**src/rtl/mvu_pkg.sv**
```systemverilog
// Shared widths and sequencer state encoding for the MVU address generation unit.
package mvu_pkg;

  localparam int BWBANKA = 9;
  localparam int BDBANKA = 15;
  localparam int BCNTDWN = 29;
  localparam int BSTRIDE = 15;
  localparam int BLENGTH = 15;

  typedef enum logic [1:0] {
    ST_IDLE = 2'd0,
    ST_RUN  = 2'd1,
    ST_DONE = 2'd2
  } agu_state_e;

endpackage

```
**src/rtl/agu_nest3.sv**
```systemverilog
// Three-level nested-loop address generator; config is captured on load.
module agu_nest3
  import mvu_pkg::*;
#(
  parameter int AW = BDBANKA
) (
  input  logic               clk,
  input  logic               rst_n,
  input  logic               load_i,
  input  logic [AW-1:0]      base_i,
  input  logic [BSTRIDE-1:0] stride0_i,
  input  logic [BSTRIDE-1:0] stride1_i,
  input  logic [BSTRIDE-1:0] stride2_i,
  input  logic [BLENGTH-1:0] length0_i,
  input  logic [BLENGTH-1:0] length1_i,
  input  logic [BLENGTH-1:0] length2_i,
  input  logic               step_i,
  output logic [AW-1:0]      addr_o
);

  logic [AW-1:0]      base_q, addr_q, addr_d;
  logic [BSTRIDE-1:0] s0_q, s1_q, s2_q;
  logic [BLENGTH-1:0] l0_q, l1_q, l2_q;
  logic [BLENGTH-1:0] c0_q, c0_d, c1_q, c1_d, c2_q, c2_d;

  always_ff @(posedge clk or negedge rst_n) begin
    if (!rst_n) begin
      base_q <= '0;
      s0_q   <= '0;
      s1_q   <= '0;
      s2_q   <= '0;
      l0_q   <= '0;
      l1_q   <= '0;
      l2_q   <= '0;
    end else if (load_i) begin
      base_q <= base_i;
      s0_q   <= stride0_i;
      s1_q   <= stride1_i;
      s2_q   <= stride2_i;
      l0_q   <= length0_i;
      l1_q   <= length1_i;
      l2_q   <= length2_i;
    end
  end

  // Strides wider than the address simply wrap modulo 2^AW.
  always_comb begin
    addr_d = addr_q;
    c0_d   = c0_q;
    c1_d   = c1_q;
    c2_d   = c2_q;
    if (load_i) begin
      addr_d = base_i;
      c0_d   = '0;
      c1_d   = '0;
      c2_d   = '0;
    end else if (step_i) begin
      if (c0_q < l0_q) begin
        c0_d   = c0_q + BLENGTH'(1);
        addr_d = addr_q + AW'(s0_q);
      end else if (c1_q < l1_q) begin
        c0_d   = '0;
        c1_d   = c1_q + BLENGTH'(1);
        addr_d = addr_q + AW'(s1_q);
      end else if (c2_q < l2_q) begin
        c0_d   = '0;
        c1_d   = '0;
        c2_d   = c2_q + BLENGTH'(1);
        addr_d = addr_q + AW'(s2_q);
      end else begin
        c0_d   = '0;
        c1_d   = '0;
        c2_d   = '0;
        addr_d = base_q;
      end
    end
  end

  always_ff @(posedge clk or negedge rst_n) begin
    if (!rst_n) begin
      addr_q <= '0;
      c0_q   <= '0;
      c1_q   <= '0;
      c2_q   <= '0;
    end else begin
      addr_q <= addr_d;
      c0_q   <= c0_d;
      c1_q   <= c1_d;
      c2_q   <= c2_d;
    end
  end

  assign addr_o = addr_q;

endmodule

```
**src/rtl/mvu_agu.sv**
```systemverilog
// Per-MVU job sequencer: walks weight/input read addresses for a job and
// steps output write addresses on quantizer requests.
module mvu_agu
  import mvu_pkg::*;
(
  input  logic               clk,
  input  logic               rst_n,
  input  logic               start,
  input  logic [BCNTDWN-1:0] countdown,
  input  logic [BWBANKA-1:0] wbaseaddr,
  input  logic [BDBANKA-1:0] ibaseaddr,
  input  logic [BDBANKA-1:0] obaseaddr,
  input  logic [BSTRIDE-1:0] wstride_0,
  input  logic [BSTRIDE-1:0] wstride_1,
  input  logic [BSTRIDE-1:0] wstride_2,
  input  logic [BSTRIDE-1:0] istride_0,
  input  logic [BSTRIDE-1:0] istride_1,
  input  logic [BSTRIDE-1:0] istride_2,
  input  logic [BSTRIDE-1:0] ostride_0,
  input  logic [BSTRIDE-1:0] ostride_1,
  input  logic [BSTRIDE-1:0] ostride_2,
  input  logic [BLENGTH-1:0] wlength_0,
  input  logic [BLENGTH-1:0] wlength_1,
  input  logic [BLENGTH-1:0] wlength_2,
  input  logic [BLENGTH-1:0] ilength_0,
  input  logic [BLENGTH-1:0] ilength_1,
  input  logic [BLENGTH-1:0] ilength_2,
  input  logic [BLENGTH-1:0] olength_0,
  input  logic [BLENGTH-1:0] olength_1,
  input  logic [BLENGTH-1:0] olength_2,
  input  logic               o_step,
  output logic [BWBANKA-1:0] rdw_addr,
  output logic               rdd_en,
  input  logic               rdd_grnt,
  output logic [BDBANKA-1:0] rdd_addr,
  output logic               wrd_en,
  input  logic               wrd_grnt,
  output logic [BDBANKA-1:0] wrd_addr,
  output logic               busy,
  output logic               done,
  output logic               err
);

  agu_state_e         state_q, state_d;
  logic [BCNTDWN-1:0] cnt_q, cntdwn_q;
  logic               load, beat, last_beat, o_adv;
  logic               wrd_en_q, wrd_en_d, err_q, err_d;

  // start is only honoured from IDLE; it also re-bases the output path.
  assign load      = start && (state_q == ST_IDLE);
  assign beat      = (state_q == ST_RUN) && rdd_grnt;
  assign last_beat = (cnt_q + BCNTDWN'(1)) == cntdwn_q;
  assign o_adv     = wrd_en_q && wrd_grnt && !load;

  always_ff @(posedge clk or negedge rst_n) begin
    if (!rst_n) state_q <= ST_IDLE;
    else        state_q <= state_d;
  end

  always_comb begin
    state_d = state_q;
    case (state_q)
      ST_IDLE: if (start) state_d = (countdown != '0) ? ST_RUN : ST_DONE;
      ST_RUN:  if (beat && last_beat) state_d = ST_DONE;
      ST_DONE: state_d = ST_IDLE;
      default: state_d = ST_IDLE;
    endcase
  end

  always_comb begin
    busy   = (state_q == ST_RUN);
    rdd_en = (state_q == ST_RUN);
    done   = (state_q == ST_DONE);
  end

  always_ff @(posedge clk or negedge rst_n) begin
    if (!rst_n) begin
      cnt_q    <= '0;
      cntdwn_q <= '0;
    end else if (load) begin
      cnt_q    <= '0;
      cntdwn_q <= countdown;
    end else if (beat) begin
      cnt_q    <= cnt_q + BCNTDWN'(1);
    end
  end

  always_comb begin
    wrd_en_d = wrd_en_q;
    err_d    = err_q;
    if (load) begin
      wrd_en_d = 1'b0;
      err_d    = 1'b0;
    end else if (wrd_en_q) begin
      if (wrd_grnt) wrd_en_d = o_step;
      else if (o_step) err_d = 1'b1;
    end else if (o_step) begin
      wrd_en_d = 1'b1;
    end
  end

  always_ff @(posedge clk or negedge rst_n) begin
    if (!rst_n) begin
      wrd_en_q <= 1'b0;
      err_q    <= 1'b0;
    end else begin
      wrd_en_q <= wrd_en_d;
      err_q    <= err_d;
    end
  end

  assign wrd_en = wrd_en_q;
  assign err    = err_q;

  agu_nest3 #(.AW(BWBANKA)) u_wgen (
    .clk(clk), .rst_n(rst_n), .load_i(load), .base_i(wbaseaddr),
    .stride0_i(wstride_0), .stride1_i(wstride_1), .stride2_i(wstride_2),
    .length0_i(wlength_0), .length1_i(wlength_1), .length2_i(wlength_2),
    .step_i(beat), .addr_o(rdw_addr)
  );

  agu_nest3 #(.AW(BDBANKA)) u_igen (
    .clk(clk), .rst_n(rst_n), .load_i(load), .base_i(ibaseaddr),
    .stride0_i(istride_0), .stride1_i(istride_1), .stride2_i(istride_2),
    .length0_i(ilength_0), .length1_i(ilength_1), .length2_i(ilength_2),
    .step_i(beat), .addr_o(rdd_addr)
  );

  agu_nest3 #(.AW(BDBANKA)) u_ogen (
    .clk(clk), .rst_n(rst_n), .load_i(load), .base_i(obaseaddr),
    .stride0_i(ostride_0), .stride1_i(ostride_1), .stride2_i(ostride_2),
    .length0_i(olength_0), .length1_i(olength_1), .length2_i(olength_2),
    .step_i(o_adv), .addr_o(wrd_addr)
  );

endmodule

```
**config.mk**
```make
export PLATFORM = sky130hd
export DESIGN_NAME = mvu_agu
export DESIGN_NICKNAME = d
export VERILOG_FILES = /design/src/rtl/mvu_pkg.sv /design/src/rtl/agu_nest3.sv /design/src/rtl/mvu_agu.sv
export SDC_FILE = /design/constraint.sdc
export NUM_CORES = 2
export LEC_CHECK = 0
export CORE_MARGIN = 2
export CORE_UTILIZATION = 52
export CTS_CLUSTER_DIAMETER = 200
export DETAILED_ROUTE_END_ITERATION = 7
export GPL_TIMING_DRIVEN = 0
export PLACE_DENSITY = 0.83
export SYNTH_ARGS = -nofsm -noshare
export SYNTH_HDL_FRONTEND = slang
export SYNTH_SLANG_ARGS = --single-unit
export TNS_END_PERCENT = 1
```
**constraint.sdc**
```tcl
create_clock -name clk -period 4.87 [get_ports clk]
set_input_delay 0.7305 -clock clk [delete_from_list [all_inputs] [get_ports clk]]
set_output_delay 0.7305 -clock clk [all_outputs]
set_load 0.05 [all_outputs]
```
; ---- Yosys cells after proc, flatten, opt, wreduce, memory -nomap -nowiden
; Index checks and enable logic that the tools add are counted.
[op_classes]
add_sub_neg = 19
mul = 0
div_mod_pow = 0
n_lt_le_gt_ge = 9
eq_ne = 12
shifts = 0
muxes = 65
bitwise = 0
reduce_logical = 20
[ops]
columns = operator, n
row1 = 15-bit 2-to-1 mux, 46
row2 = 15-bit by 1-bit adder with 15-bit output (second input constant), 9
row3 = 15-bit < comparator, 9
row4 = 15-bit adder, 6
row5 = 29-bit 2-to-1 mux, 2
row6 = 9-bit 2-to-1 mux, 5
row7 = 29-bit by 1-bit adder with 29-bit output (second input constant), 1
row8 = 29-bit == test, 1
row9 = 29-bit nonzero test, 1
row10 = 9-bit adder, 3
row11 = 2-bit != test (second input constant), 7
row12 = 3-bit AND reduction, 4
row13 = 1-bit 2-to-1 mux, 8
row14 = 2-bit AND reduction, 4
row15 = 2-bit nonzero test, 4
row16 = 2-bit 2-to-1 mux, 3
row17 = 1-bit logical AND, 5
row18 = 2-bit by 1-bit != test with 1-bit output (second input constant), 2
row19 = 2-bit case mux with 2 select lines, 1
row20 = 2-bit by 1-bit == test with 1-bit output (second input constant), 1
row21 = 2-bit == test (second input constant), 1
row22 = 2-bit zero test, 1
row23 = 1-bit zero test, 1
[totals]
register_bits = 527
latchBits = 0
ram_bits = 0
mem_bits_ro = 0
out_inout_bits = 44
wordCells = 163
mem_count = 0

; ---- Longest topological paths before layout
[logic_depth]
ltp_word = 6
mapped_depth = 13

; ---- Cells and area by module
; A second synthesis with hierarchy kept.
[unflattened]
hier_cells = 3402
hier_area_um2 = 31622.8
[by_module_without_submodules]
columns = module, n_inst, cells_per_inst, area_each_um2, seq_area_each_um2
row1 = agu_nest3 (u_igen), 1, 1066, 10097.2, 4129.0
row2 = agu_nest3 (u_ogen), 1, 1062, 10040.9, 4129.0
row3 = agu_nest3 (u_wgen), 1, 821, 7793.7, 3378.2
row4 = mvu_agu, 1, 453, 3691.0, 1551.5

; ---- Least setup slack after synthesis
; Ideal clock, no wire load.
[synth_timing]
path_kind = reg-to-reg
startpoint = reg u_igen.addr_q[0], in the netlist u_igen.addr_o[0]
endpoint = reg u_igen.addr_q[14], in the netlist u_igen.addr_o[14]
setup_ns = 0.126
arrival_ns = 2.980
required_ns = 4.744
setup_slack_ns = 1.764
path_stages_with_launch = 13
path_buffers = 0
synth_period_minus_slack_ns = 3.106
path_cell_list = dfrtp_1 > ha_1 > inv_1 > fa_1 > nor2b_1 > o31a_1 > o41ai_1 > o21ai_1 > o41a_1 > a21o_1 > a21oi_1 > xnor2_1 > a221o_1
[synth_between]
elab_chain_len = 6
elab_cells_between_ends = 8
classes_between = add/sub: 3 / mux: 5
[synth_lines]
columns = element, line_no
row1 = start: declaration, agu_nest3.sv:21  ; logic [AW-1:0] base_q, addr_q, addr_d;
row2 = start signal: assignment, agu_nest3.sv:86  ; addr_q <= addr_d;
row3 = 15-bit adder, agu_nest3.sv:69  ; addr_d = addr_q + AW'(s2_q);
row4 = 15-bit 2-to-1 mux, agu_nest3.sv:65  ; end else if (c2_q < l2_q) begin
row5 = 15-bit 2-to-1 mux, agu_nest3.sv:61  ; end else if (c1_q < l1_q) begin
row6 = 15-bit 2-to-1 mux (*), agu_nest3.sv:58  ; if (c0_q < l0_q) begin
row7 = 15-bit 2-to-1 mux (*), agu_nest3.sv:57  ; end else if (step_i) begin
row8 = 15-bit 2-to-1 mux (*), agu_nest3.sv:52  ; if (load_i) begin
; Mark *: on every way between the ends. The rest lies on a longest branch, timed or not. The select of a mux whose other input is x is not followed.
; A chain may end at the register's enable or synchronous reset.

; ---- Final worst setup path
[layout_timing]
startpoint = reg state_q[1]
endpoint = reg u_igen.s0_q[1]
[layout_between]
elab_chain_len = 2
[layout_lines]
columns = element, line_no
row1 = start: declaration, mvu_agu.sv:44  ; agu_state_e state_q, state_d;
row2 = start signal: assignment, mvu_agu.sv:57  ; else state_q <= state_d;
row3 = 2-bit zero test, mvu_agu.sv:50  ; assign load = start && (state_q == ST_IDLE);
row4 = 1-bit logical AND, mvu_agu.sv:50
row5 = end signal: assignment, agu_nest3.sv:37  ; s0_q <= stride0_i;
row6 = end: declaration, agu_nest3.sv:22  ; logic [BSTRIDE-1:0] s0_q, s1_q, s2_q;
; Every way passes these cells.

==> flow_summary.rst <==
.. list-table::
   :header-rows: 1

   * - Metric
     - Value
   * - Run status
     - completed
   * - Final Hold Viols
     - 0
   * - Setup slack of the worst register-to-register path
     - 0.40 ns
   * - Final instance count without filler cells
     - slightly below 5000
   * - Detailed placement HPWL
     - 74760 um
   * - Tmin final
     - approximately 4.5 ns
   * - Measured slew at the worst slew-check pin
     - roughly 1.2 ns
   * - Final antenna-violating net count
     - 0
   * - Post-detailed-routing wire length
     - about 100000 um
   * - Clock slew at reported path FFs
     - 0.06 ns
   * - Fraction of post-synthesis cell area in the top cell type by area
     - 42.58%
   * - Maximum level of the CTS H-tree
     - 2
   * - Number of buffers added by the clock tree synthesis step
     - 57
   * - Switch Pwr
     - around 9.6 mW
   * - Static power due to leakage
     - 17.73 nW
   * - Worst endpoint required time
     - about 5.4 ns
   * - Overall die width
     - 248.1 um
   * - Wire length of the first global-routing pass
     - approximately 150000 um
   * - Count of clock tree sinks
     - roughly 530
   * - Critical R2R Capture
     - u_igen.s0_q[1]
   * - Path class of the lowest-slack min-delay path
     - input port to asynchronous set/reset pin
   * - Length in cells of the worst reg-to-reg path
     - 8
   * - Area of the placeable core
     - 58910 um^2
   * - Vias in the first global route
     - 28070
   * - Switching power share of the total
     - 41.89%
   * - Placer Congestion
     - approximately 0.95
   * - Registers with the most flip-flops
     - cnt_q: 29 flops, cntdwn_q: 29 flops
   * - Number of flops mapped to enable cells by yosys
     - 0
   * - Async set-reset flop share out of synthesis
     - 100.0%
   * - Netlist cell types
     - a little under 80
   * - Clock root buffer master
     - clkbuf_16
   * - Combined area of the multi-input logic cells
     - around 17000 um^2
   * - Count of port buffers added during placement
     - 369
   * - GRT Total Usage
     - around a third
   * - Nets@finish
     - 4659
   * - Storage element area
     - 13190 um^2
   * - Power density relative to cell area
     - 604.2 nW/um^2
   * - Cell area after synthesis
     - just over 30000 um^2
   * - Maximum buffer depth of the clock tree
     - 3
   * - PostCTS Resize Cnt
     - 0
   * - Fraction of power consumed by the clock network
     - 20.9%
   * - Slack of the critical path
     - 0.4031 ns
   * - Pin count of the biggest net entering global routing
     - 126
   * - DRC marker count from the first detailed-route iteration
     - about 2600
   * - Leftover overflow at the end of global routing
     - 0
   * - Sequential cell fraction of total power
     - 31.1%
   * - Unrepaired setup endpoints after global routing
     - false
   * - Placed Cells
     - 4776
   * - Final setup skew
     - roughly 0.022 ns
   * - Most frequent cells after synthesis
     - nand2_1, dfrtp_1, o21ai_0
   * - VDD IR-drop max
     - 0.3883 mV
   * - Type of element capturing the critical path
     - register
   * - Buffers inserted during post-CTS setup optimization
     - 0
   * - Synth top area cells
     - dfrtp_1, nand2_1, ha_1
   * - TritonCTS clock tree
     - built
   * - Number of warnings issued by yosys
     - 0
   * - Internal Pwr Total
     - 13.28 mW
   * - Effective utilization at floorplan
     - 52.58%
   * - Final-report setup violation count
     - 0
   * - WP data arrival
     - roughly 5.0 ns
   * - Worst setup slack after placement
     - -0.01200 ns
   * - Via density per instance
     - 5.870
   * - Relative contribution of combinational cells to total power
     - 48.0%
   * - CTS Hold Buffers Added
     - 0
   * - Number of maximum-capacitance violations
     - 0
   * - I/O pin count
     - slightly below 400
   * - Mean Syn Cell Area
     - roughly 8.5 um^2
   * - Max_slew headroom
     - 19.55%
   * - Worst setup path category
     - register to register
   * - Synthesis-to-finish area growth
     - 22.13%
   * - Overall die area
     - 61530 um^2
   * - Vias after detailed routing
     - between 20000 and 30000
   * - Total of fill cells in the finished design
     - 4736
   * - Post-Syn Nets
     - between 4000 and 5000
   * - Max-slew violations
     - 0
   * - Fraction of layout instances using a drive strength above 1
     - 3.358%
   * - Post-synthesis instance total
     - around 3600
   * - First-pass iteration count of the detailed router
     - 8
   * - Number of flip-flops and latches in the synthesized netlist
     - 527
   * - Proportion of synthesized chip area in sequential cells
     - between 40 and 50%
   * - Number of antenna violations at the first check in global routing
     - 7
   * - Part of the cycle the worst path needs
     - roughly 90%
   * - Cell Rows
     - 89
   * - Clock latency on the worst-skew pair
     - between 0.6 and 0.7 ns
   * - Highest attainable clock frequency
     - 0.2239 GHz
   * - Dominant cell by count in the synthesized netlist
     - nand2_1
   * - DRC viols
     - 0
   * - Vert. Die Dim
     - 248.1 um
   * - Crit path launch type
     - register
   * - RR Startpoint
     - state_q[1]
   * - Mean routed wirelength per cell
     - between 20 and 25 um
   * - Highest fanout seen on the critical path
     - 10
   * - Main synth FF type
     - dfrtp_1
   * - Area leader, netlist
     - dfrtp_1
critical path: stages (launching register included):
cell      delay (ns)
dfrtp_1         0.41
nor2_1          0.36
and2_0          0.31
clkbuf_1        0.60
clkbuf_1        0.82
clkbuf_1        0.77
clkbuf_1        0.57
nand2_1         0.31
o21ai_0         0.20
cell families after synthesis:
kind of cell / synth area share (%)
simple gates: 20.60
xor+xnor: 4.525
buf+inv: 3.809
mux: 0.9574
flops: 42.58
compound gates: 17.09
fa+ha+maj: 10.44
final cells by class:
type                    instances  share of cell area [%]
diodes                          6                 0.03969
well taps                     773                   2.557
repair buffers                374                   10.09
clock buffers                  78                   4.409
multi-input cells            2794                   43.91
inverters                     162                   1.608
flip-flops and latches        527                   34.86
clock inverters                28                   1.012
plain buffers                 146                   1.512
cells in the final DEF (no fill, tap or decap), drive strengths merged, types with 8 or more instances in the layout:
master,synthesis,layout
a211oi,31,31
a21o,57,57
a21oi,146,146
a222oi,13,13
a31oi,21,21
and2,18,18
and3,89,89
buf,15,21
bufinv,0,9
clkbuf,131,209
clkdlybuf4s50,0,368
clkinv,0,15
dfrtp,527,527
fa,9,9
ha,244,244
inv,162,165
mux2i,24,24
nand2,881,881
nand2b,42,42
nand3,51,51
nand4,37,37
nor2,221,221
nor2b,29,29
nor3,46,46
nor4,8,8
o211ai,14,14
o21a,22,22
o21ai,454,454
o21bai,11,11
o31ai,38,38
o41ai,10,10
or3,11,11
or3b,11,11
xnor2,98,98
xor2,62,62
how the worst max path moves through the flow:
stage,from,to,slack (ns),cells past startpoint
final,state_q[1],u_igen.s0_q[1],0.40,8
after global placement,rst_n,u_wgen.l1_q[8],-20.40,1
after floorplan,u_igen.addr_o[0],u_igen.addr_o[14],1.76,12
after global routing,state_q[1],u_igen.s0_q[1],0.24,8
after detailed placement,start,u_igen.l1_q[12],-0.01,7
after CTS,state_q[1],u_igen.s0_q[1],0.45,8
power by group through the flow:
stage	Combinational [mW]	Sequential, mW	Clock, mW
floorplan	7.26	7.27	0
global placement	10.3	7.11	0
detailed placement	10.7	7.12	0
CTS	10.8	7.06	4.80
global route	12.2	7.24	4.99
finish	11.0	7.11	4.77
through the flow:
| stage | cell area, um^2 | hold slack (ns) | total power, mW | util (%) | setup TNS, ns |
|---|---|---|---|---|---|
| after floorplan | 30970 | 0.4349 | 14.54 | - | 0 |
| after global placement | 35630 | 0.4538 | 17.40 | 60.49 | - |
| after detailed placement | 35760 | 0.4602 | 17.80 | 60.71 | -0.01200 |
| after CTS | 37810 | 0.2262 | 22.67 | 64.19 | 0 |
| after global routing | 37830 | 0.2683 | 24.38 | 64.21 | 0 |
| final | 37830 | 0.2112 | 22.86 | 64.21 | 0 |
per-layer routing:
metal | GRT usage, % | vias up | wire [um]
li1 | - | 13410 | -
met1 | 42.24 | 13770 | 40320
met2 | 51.71 | 1267 | 45880
met3 | 5.624 | 255 | 8511
met4 | 15.52 | 0 | 5118
met5 | 0 | - | 0
Note: power is estimated with default switching activity, not from simulation.
